$ cat src/rtl/inquire_browser.sv
// Query-mode item browser: next/prev buttons step an index while inquire is high,
// with idle auto-exit. Optional auto-scan stepping is enabled by INQUIRE_AUTOSCAN_EN.
module inquire_browser #(
  parameter int ITEM_NUM    = 8,
  parameter int IDX_W       = 3,
  parameter int TIMEOUT_CYC = 500_000_000,
  parameter int SCAN_CYC    = 100_000_000
) (
  input  logic             clk,
  input  logic             rst_n,
  input  logic             inquire,
  input  logic             btn_next,
  input  logic             btn_prev,
  output logic [IDX_W-1:0] item_idx,
  output logic             active,
  output logic             timeout
);

  localparam int CNT_W = (TIMEOUT_CYC > 1) ? $clog2(TIMEOUT_CYC) : 1;
  localparam logic [CNT_W-1:0] CNT_LAST = CNT_W'(TIMEOUT_CYC - 1);
  localparam logic [IDX_W-1:0] IDX_LAST = IDX_W'(ITEM_NUM - 1);
  localparam bit CFG_OK = (ITEM_NUM >= 2) && (TIMEOUT_CYC >= 4) && (SCAN_CYC >= 1)
                          && ((1 << IDX_W) >= ITEM_NUM);

  if (!CFG_OK) begin : g_bad_cfg
    $error("inquire_browser: invalid parameter combination");
  end

  typedef enum logic [1:0] {
    IDLE    = 2'd0,
    BROWSE  = 2'd1,
    EXPIRED = 2'd2
  } state_t;

  state_t           state;
  logic             next_q;
  logic             prev_q;
  logic             next_press;
  logic             prev_press;
  logic             any_press;
  logic [CNT_W-1:0] idle_cnt;

`ifdef INQUIRE_AUTOSCAN_EN
  localparam int SCAN_W = (SCAN_CYC > 1) ? $clog2(SCAN_CYC) : 1;
  localparam logic [SCAN_W-1:0] SCAN_LAST = SCAN_W'(SCAN_CYC - 1);
  logic [SCAN_W-1:0] scan_cnt;
`endif

  function automatic logic [IDX_W-1:0] idx_inc(input logic [IDX_W-1:0] v);
    return (v == IDX_LAST) ? '0 : v + IDX_W'(1);
  endfunction

  function automatic logic [IDX_W-1:0] idx_dec(input logic [IDX_W-1:0] v);
    return (v == '0) ? IDX_LAST : v - IDX_W'(1);
  endfunction

  // Edge registers always follow the button levels, whatever the FSM state.
  always_ff @(posedge clk or negedge rst_n) begin
    if (!rst_n) begin
      next_q <= 1'b0;
      prev_q <= 1'b0;
    end else begin
      next_q <= btn_next;
      prev_q <= btn_prev;
    end
  end

  assign next_press = btn_next & ~next_q;
  assign prev_press = btn_prev & ~prev_q;
  assign any_press  = next_press | prev_press;

  always_ff @(posedge clk or negedge rst_n) begin
    if (!rst_n) begin
      state    <= IDLE;
      item_idx <= '0;
      active   <= 1'b0;
      timeout  <= 1'b0;
      idle_cnt <= '0;
`ifdef INQUIRE_AUTOSCAN_EN
      scan_cnt <= '0;
`endif
    end else begin
      timeout <= 1'b0;
      case (state)
        IDLE: begin
          if (inquire) begin
            state    <= BROWSE;
            active   <= 1'b1;
            item_idx <= '0;
            idle_cnt <= '0;
          end
        end
        BROWSE: begin
          // Dropping inquire wins over presses and the timeout in the same cycle.
          if (!inquire) begin
            state    <= IDLE;
            active   <= 1'b0;
            idle_cnt <= '0;
`ifdef INQUIRE_AUTOSCAN_EN
            scan_cnt <= '0;
`endif
          end else if (any_press) begin
            idle_cnt <= '0;
`ifdef INQUIRE_AUTOSCAN_EN
            scan_cnt <= '0;
`endif
            if (next_press && !prev_press) begin
              item_idx <= idx_inc(item_idx);
            end else if (prev_press && !next_press) begin
              item_idx <= idx_dec(item_idx);
            end
          end else if (idle_cnt == CNT_LAST) begin
            state    <= EXPIRED;
            active   <= 1'b0;
            timeout  <= 1'b1;
            idle_cnt <= '0;
`ifdef INQUIRE_AUTOSCAN_EN
            scan_cnt <= '0;
`endif
          end else begin
            idle_cnt <= idle_cnt + CNT_W'(1);
`ifdef INQUIRE_AUTOSCAN_EN
            // Auto-steps move the index but deliberately leave idle_cnt running.
            if (scan_cnt == SCAN_LAST) begin
              scan_cnt <= '0;
              item_idx <= idx_inc(item_idx);
            end else begin
              scan_cnt <= scan_cnt + SCAN_W'(1);
            end
`endif
          end
        end
        EXPIRED: begin
          if (!inquire) begin
            state <= IDLE;
          end
        end
        default: begin
          state  <= IDLE;
          active <= 1'b0;
        end
      endcase
    end
  end

endmodule

$ cat config.mk
export PLATFORM = sky130hd
export DESIGN_NAME = inquire_browser
export DESIGN_NICKNAME = d
export VERILOG_FILES = /design/src/rtl/inquire_browser.sv
export SDC_FILE = /design/constraint.sdc
export NUM_CORES = 1
export LEC_CHECK = 0
export CORE_ASPECT_RATIO = 0.5
export CORE_MARGIN = 2
export CORE_UTILIZATION = 60
export DETAILED_ROUTE_END_ITERATION = 10
export GPL_TIMING_DRIVEN = 0
export PLACE_DENSITY = 0.89
export SLEW_MARGIN = 0
export SYNTH_ARGS = -nofsm -noshare
export SYNTH_HDL_FRONTEND = slang
export SYNTH_SLANG_ARGS = --single-unit
$ cat constraint.sdc
create_clock -name clk -period 2.4 [get_ports clk]
set_input_delay 0.72 -clock clk [delete_from_list [all_inputs] [get_ports clk]]
set_output_delay 0.72 -clock clk [all_outputs]
set_load 0.01 [all_outputs]
==> results_tabular.tex <==
\begin{tabular}{lr}
\hline
Metric & Value \\
\hline
\multicolumn{2}{l}{\textbf{Outcome}} \\
Outcome & finished clean \\
\multicolumn{2}{l}{\textbf{Detailed routing}} \\
Vias per std cell & 6.11 \\
Total number of vias & 1783 \\
Starting DRC count in detailed routing & 111 \\
Average wire per cell in the routed design & 15.9 um \\
DRC violation count after routing & 0 \\
Final antenna-violating net count & 0 \\
First drt pass iteration count & 4 \\
Wire length reported by the detailed router & 4640 um \\
\multicolumn{2}{l}{\textbf{Yosys}} \\
Share of synthesized area occupied by flip-flops and latches & 43.3\% \\
Synth Cell Area & 2190 sq um \\
Instance count of the mapped netlist & 225 \\
Seq cells post-synth & 38 \\
Main area contributors after synthesis & dfrtp\_1 43\%, nor2\_2 5.7\%, xor2\_1 5.2\% \\
Number of warnings issued by yosys & 0 \\
Post-synthesis average cell area & 9.75 sq um \\
Distinct cell type count of the synthesized netlist & 47 \\
Portion of synthesized cell area occupied by the leading cell type & between 40\% and 50\% \\
Synth Flop Type & dfrtp\_1 \\
Share of synthesized registers carrying an async set or reset & 100\% \\
Synth Net Count & 237 \\
Top cell type by total area after synthesis & dfrtp\_1 \\
Number of enable-type register cells in the synthesized netlist & 0 \\
\multicolumn{2}{l}{\textbf{Timing}} \\
Sum of negative setup slack & 0 ns \\
Final Cycle Share & 95.8\% \\
PnR worst setup slack & 0.100 ns \\
Period minus WS final & 2.30 ns \\
Setup repair after global routing missed its margin & false \\
Count of final setup violators & 0 \\
Final hold violation count & 0 \\
Timing-limited maximum frequency & 435 MHz \\
Slew headroom & 44.0\% \\
Worst Clk Skew & 0.00441 ns \\
Count of pins over their slew limit & 0 \\
Minimum hold slack & 0.529 ns \\
Least-Margin Pin Slew & approximately 0.84 ns \\
\multicolumn{2}{l}{\textbf{Finish}} \\
Signed area change from the synthesized netlist to the final layout & 13.7\% \\
Total inserted antenna cells & 0 \\
Final core utilization & between 70\% and 80\% \\
Total of fill cells in the finished design & 219 \\
Layout Cells excl Fill & 292 \\
Post-layout net count & 252 \\
Area used by multi-input combinational logic & roughly 1200 sq um \\
Share of final-layout standard cells stronger than drive strength 1 & between 10\% and 20\% \\
Area used by sequential logic in the layout & 951 sq um \\
\multicolumn{2}{l}{\textbf{Floorplanning}} \\
Number of top-level pins & 10 \\
Die span in y & between 40 and 50 um \\
Die footprint & 4190 sq um \\
Floorplan Core Area & 3470 sq um \\
Effective utilization at floorplan & between 60\% and 70\% \\
Die Wd & slightly below 90 um \\
Row cnt & 15 \\
\multicolumn{2}{l}{\textbf{Placement}} \\
Number of instances in the placed design & 285 \\
Global placement routability congestion & just under 0.9 \\
Place WS & -0.594 ns \\
HPWL after detailed placement & 3100 um \\
Quantity of I/O buffers inserted on ports & 9 \\
\multicolumn{2}{l}{\textbf{Critical path}} \\
CP Launch Type & input port \\
Depth of the worst register-to-register path & 6 \\
Capturing element type of the critical path & flip-flop \\
Worst reg2reg path endpoint & idle\_cnt[13]\$\_DFFE\_PN0P\_ \\
Start of the worst register-to-register path & idle\_cnt[9]\$\_DFFE\_PN0P\_ \\
Setup CP Type & input port to flip-flop \\
Maximum fanout count along the critical path & 7 \\
Flop-to-flop setup slack & 0.26 ns \\
Crit path arrival time & about 2.5 ns \\
Series of cell instances along the critical path & clkdlybuf4s50\_1 -> nor2b\_1 -> inv\_1 -> ha\_1 -> o21ai\_1 -> nand2\_2 -> o22a\_1 -> o32ai\_1 -> a22o\_1 \\
Data required, critical path & 2.63 ns \\
Largest stage delay, worst path & between 0.4 and 0.5 ns \\
Cell at the slowest stage of the critical path & clkdlybuf4s50\_1 \\
\multicolumn{2}{l}{\textbf{Clock tree}} \\
CTS tree & built \\
Number of sinks on the clock net & 38 \\
Number of H-tree levels & 2 \\
Max clock buf depth & 2 \\
Root buf cell & clkbuf\_8 \\
Clock slew at the register clock pins of the worst setup and hold paths & 0.07 ns \\
Number of post-CTS setup repair buffers & 0 \\
Number of clock buffers inserted by TritonCTS & 5 \\
Worst-Skew Late Latency & 0.29 ns \\
Hold buffers post-CTS & 0 \\
\multicolumn{2}{l}{\textbf{Power and ir drop}} \\
Power density of the placed cells & 573 nW/um\^{}2 \\
Leak & 0.982 nW \\
Worst vdd ir & about 240 uV \\
\multicolumn{2}{l}{\textbf{Global route}} \\
Via count of the first global-routing pass & 1725 \\
Maximum number of pins on one net before global-route repair & 39 \\
Initial antenna violation count & 0 \\
Aggregate global routing overflow & 0 \\
Total Routing Usage GR & 24.4\% \\
Global-route wire length before repair & between 7000 and 8000 um \\
\multicolumn{2}{l}{\textbf{Hold path}} \\
Classification of the worst-slack hold path & input port to asynchronous set/reset pin \\
\multicolumn{2}{l}{\textbf{Run}} \\
Max-cap violations & 0 \\
\hline
\end{tabular}
## repair_timing
action,CTS,global route
pin swaps,0,1
endpoints found under the setup margin,11,19
cloned,0,0
gates resized for setup,4,8
hold endpoints to repair,0,0
## cells by family (layout without fill, tap and decap cells)
| kind of cell | Yosys count | count (layout) | synth area share, % |
|---|---|---|---|
| xor+xnor | 21 | 21 | 8.38 |
| buf+inv | 15 | 31 | 3.65 |
| fa+ha+maj | 7 | 7 | 3.99 |
| simple gates | 114 | 114 | 30.3 |
| flops | 38 | 38 | 43.3 |
| compound gates | 30 | 30 | 10.4 |
## metal layers
metal	share of wire, %	vias up	GRT usage (%)
met2	49	63	42.4
met3	5.8	11	5.98
met5	0	-	0
met4	1.9	0	13.7
li1	-	829	-
met1	44	880	29.0
## how the worst max path moves through the flow
stage	startpoint	to	slack, ns
final	btn_next	item_idx[0]$_DFFE_PN0P_	0.10
after global routing	btn_next	item_idx[0]$_DFFE_PN0P_	0.04
after CTS	btn_next	item_idx[0]$_DFFE_PN0P_	0.01
after detailed placement	inquire	idle_cnt[22]$_DFFE_PN0P_	-0.59
after global placement	inquire	idle_cnt[28]$_DFFE_PN0P_	-0.53
after floorplan	inquire	idle_cnt[28]$_DFFE_PN0P_	0.42
## synthesized netlist by cell type (3+ instances only)
master	number
nor2b_1	4
clkbuf_1	3
and3_1	6
nand2_1	21
nor4_1	6
xor2_1	13
nor3_1	7
nor2_1	5
dfrtp_1	38
nor2_2	20
xnor2_1	8
ha_1	7
inv_1	9
nand4_1	10
o21ai_0	6
a21boi_0	3
nand3_1	17
## where the power goes
part / switching [W] / internal (W) / total, W
Combinational: 0.000138 / 0.000130 / 0.000268
Clock: 0.000222 / 0.000232 / 0.000454
Sequential: 0.0000398 / 0.000668 / 0.000708
Total: 0.000400 / 0.00103 / 0.00143
## layout by cell type (no fill, tap or decap), types with 3 or more instances in the layout
cell type        instances
and3_1                   6
nor2_2                  20
ha_1                     7
nand3_1                 16
nor4_4                   3
a21boi_0                 3
clkbuf_1                 3
nand4_1                 10
o21ai_0                  5
nor3_1                   6
nor2b_1                  4
nand2_1                 20
clkbuf_8                 6
inv_1                    9
clkdlybuf4s50_1          7
nor2_1                   5
dfrtp_1                 38
xor2_1                  13
xnor2_1                  8
## worst max-delay path: cells and delay by family
kind / cells / cell delay [ns]
fa+ha+maj: 1 / 0.25
buf+inv: 2 / 0.54
compound gates: 4 / 0.72
simple gates: 2 / 0.30
## flip-flops by register name, indices dropped and copies added, names as in the netlist
name	count
active	1
item_idx	3
idle_cnt	29
state	2
timeout	1
next_q	1
prev_q	1
## area by class of cell
class / count / area share [%]
flip-flops and latches: 38 / 38.1
clock inverters: 1 / 0.201
inverters: 9 / 1.35
repair buffers: 9 / 3.51
plain buffers: 5 / 1.71
multi-input cells: 172 / 49.1
clock buffers: 7 / 3.46
well taps: 51 / 2.56
## per-stage QoR
stage,total power (W),instance area (sq um)
floorplan,0.000877,2190
global placement,0.000966,2350
detailed placement,0.000988,2340
CTS,0.00143,2460
global route,0.00150,2490
finish,0.00143,2490
Power figures use the tool's default switching activity.
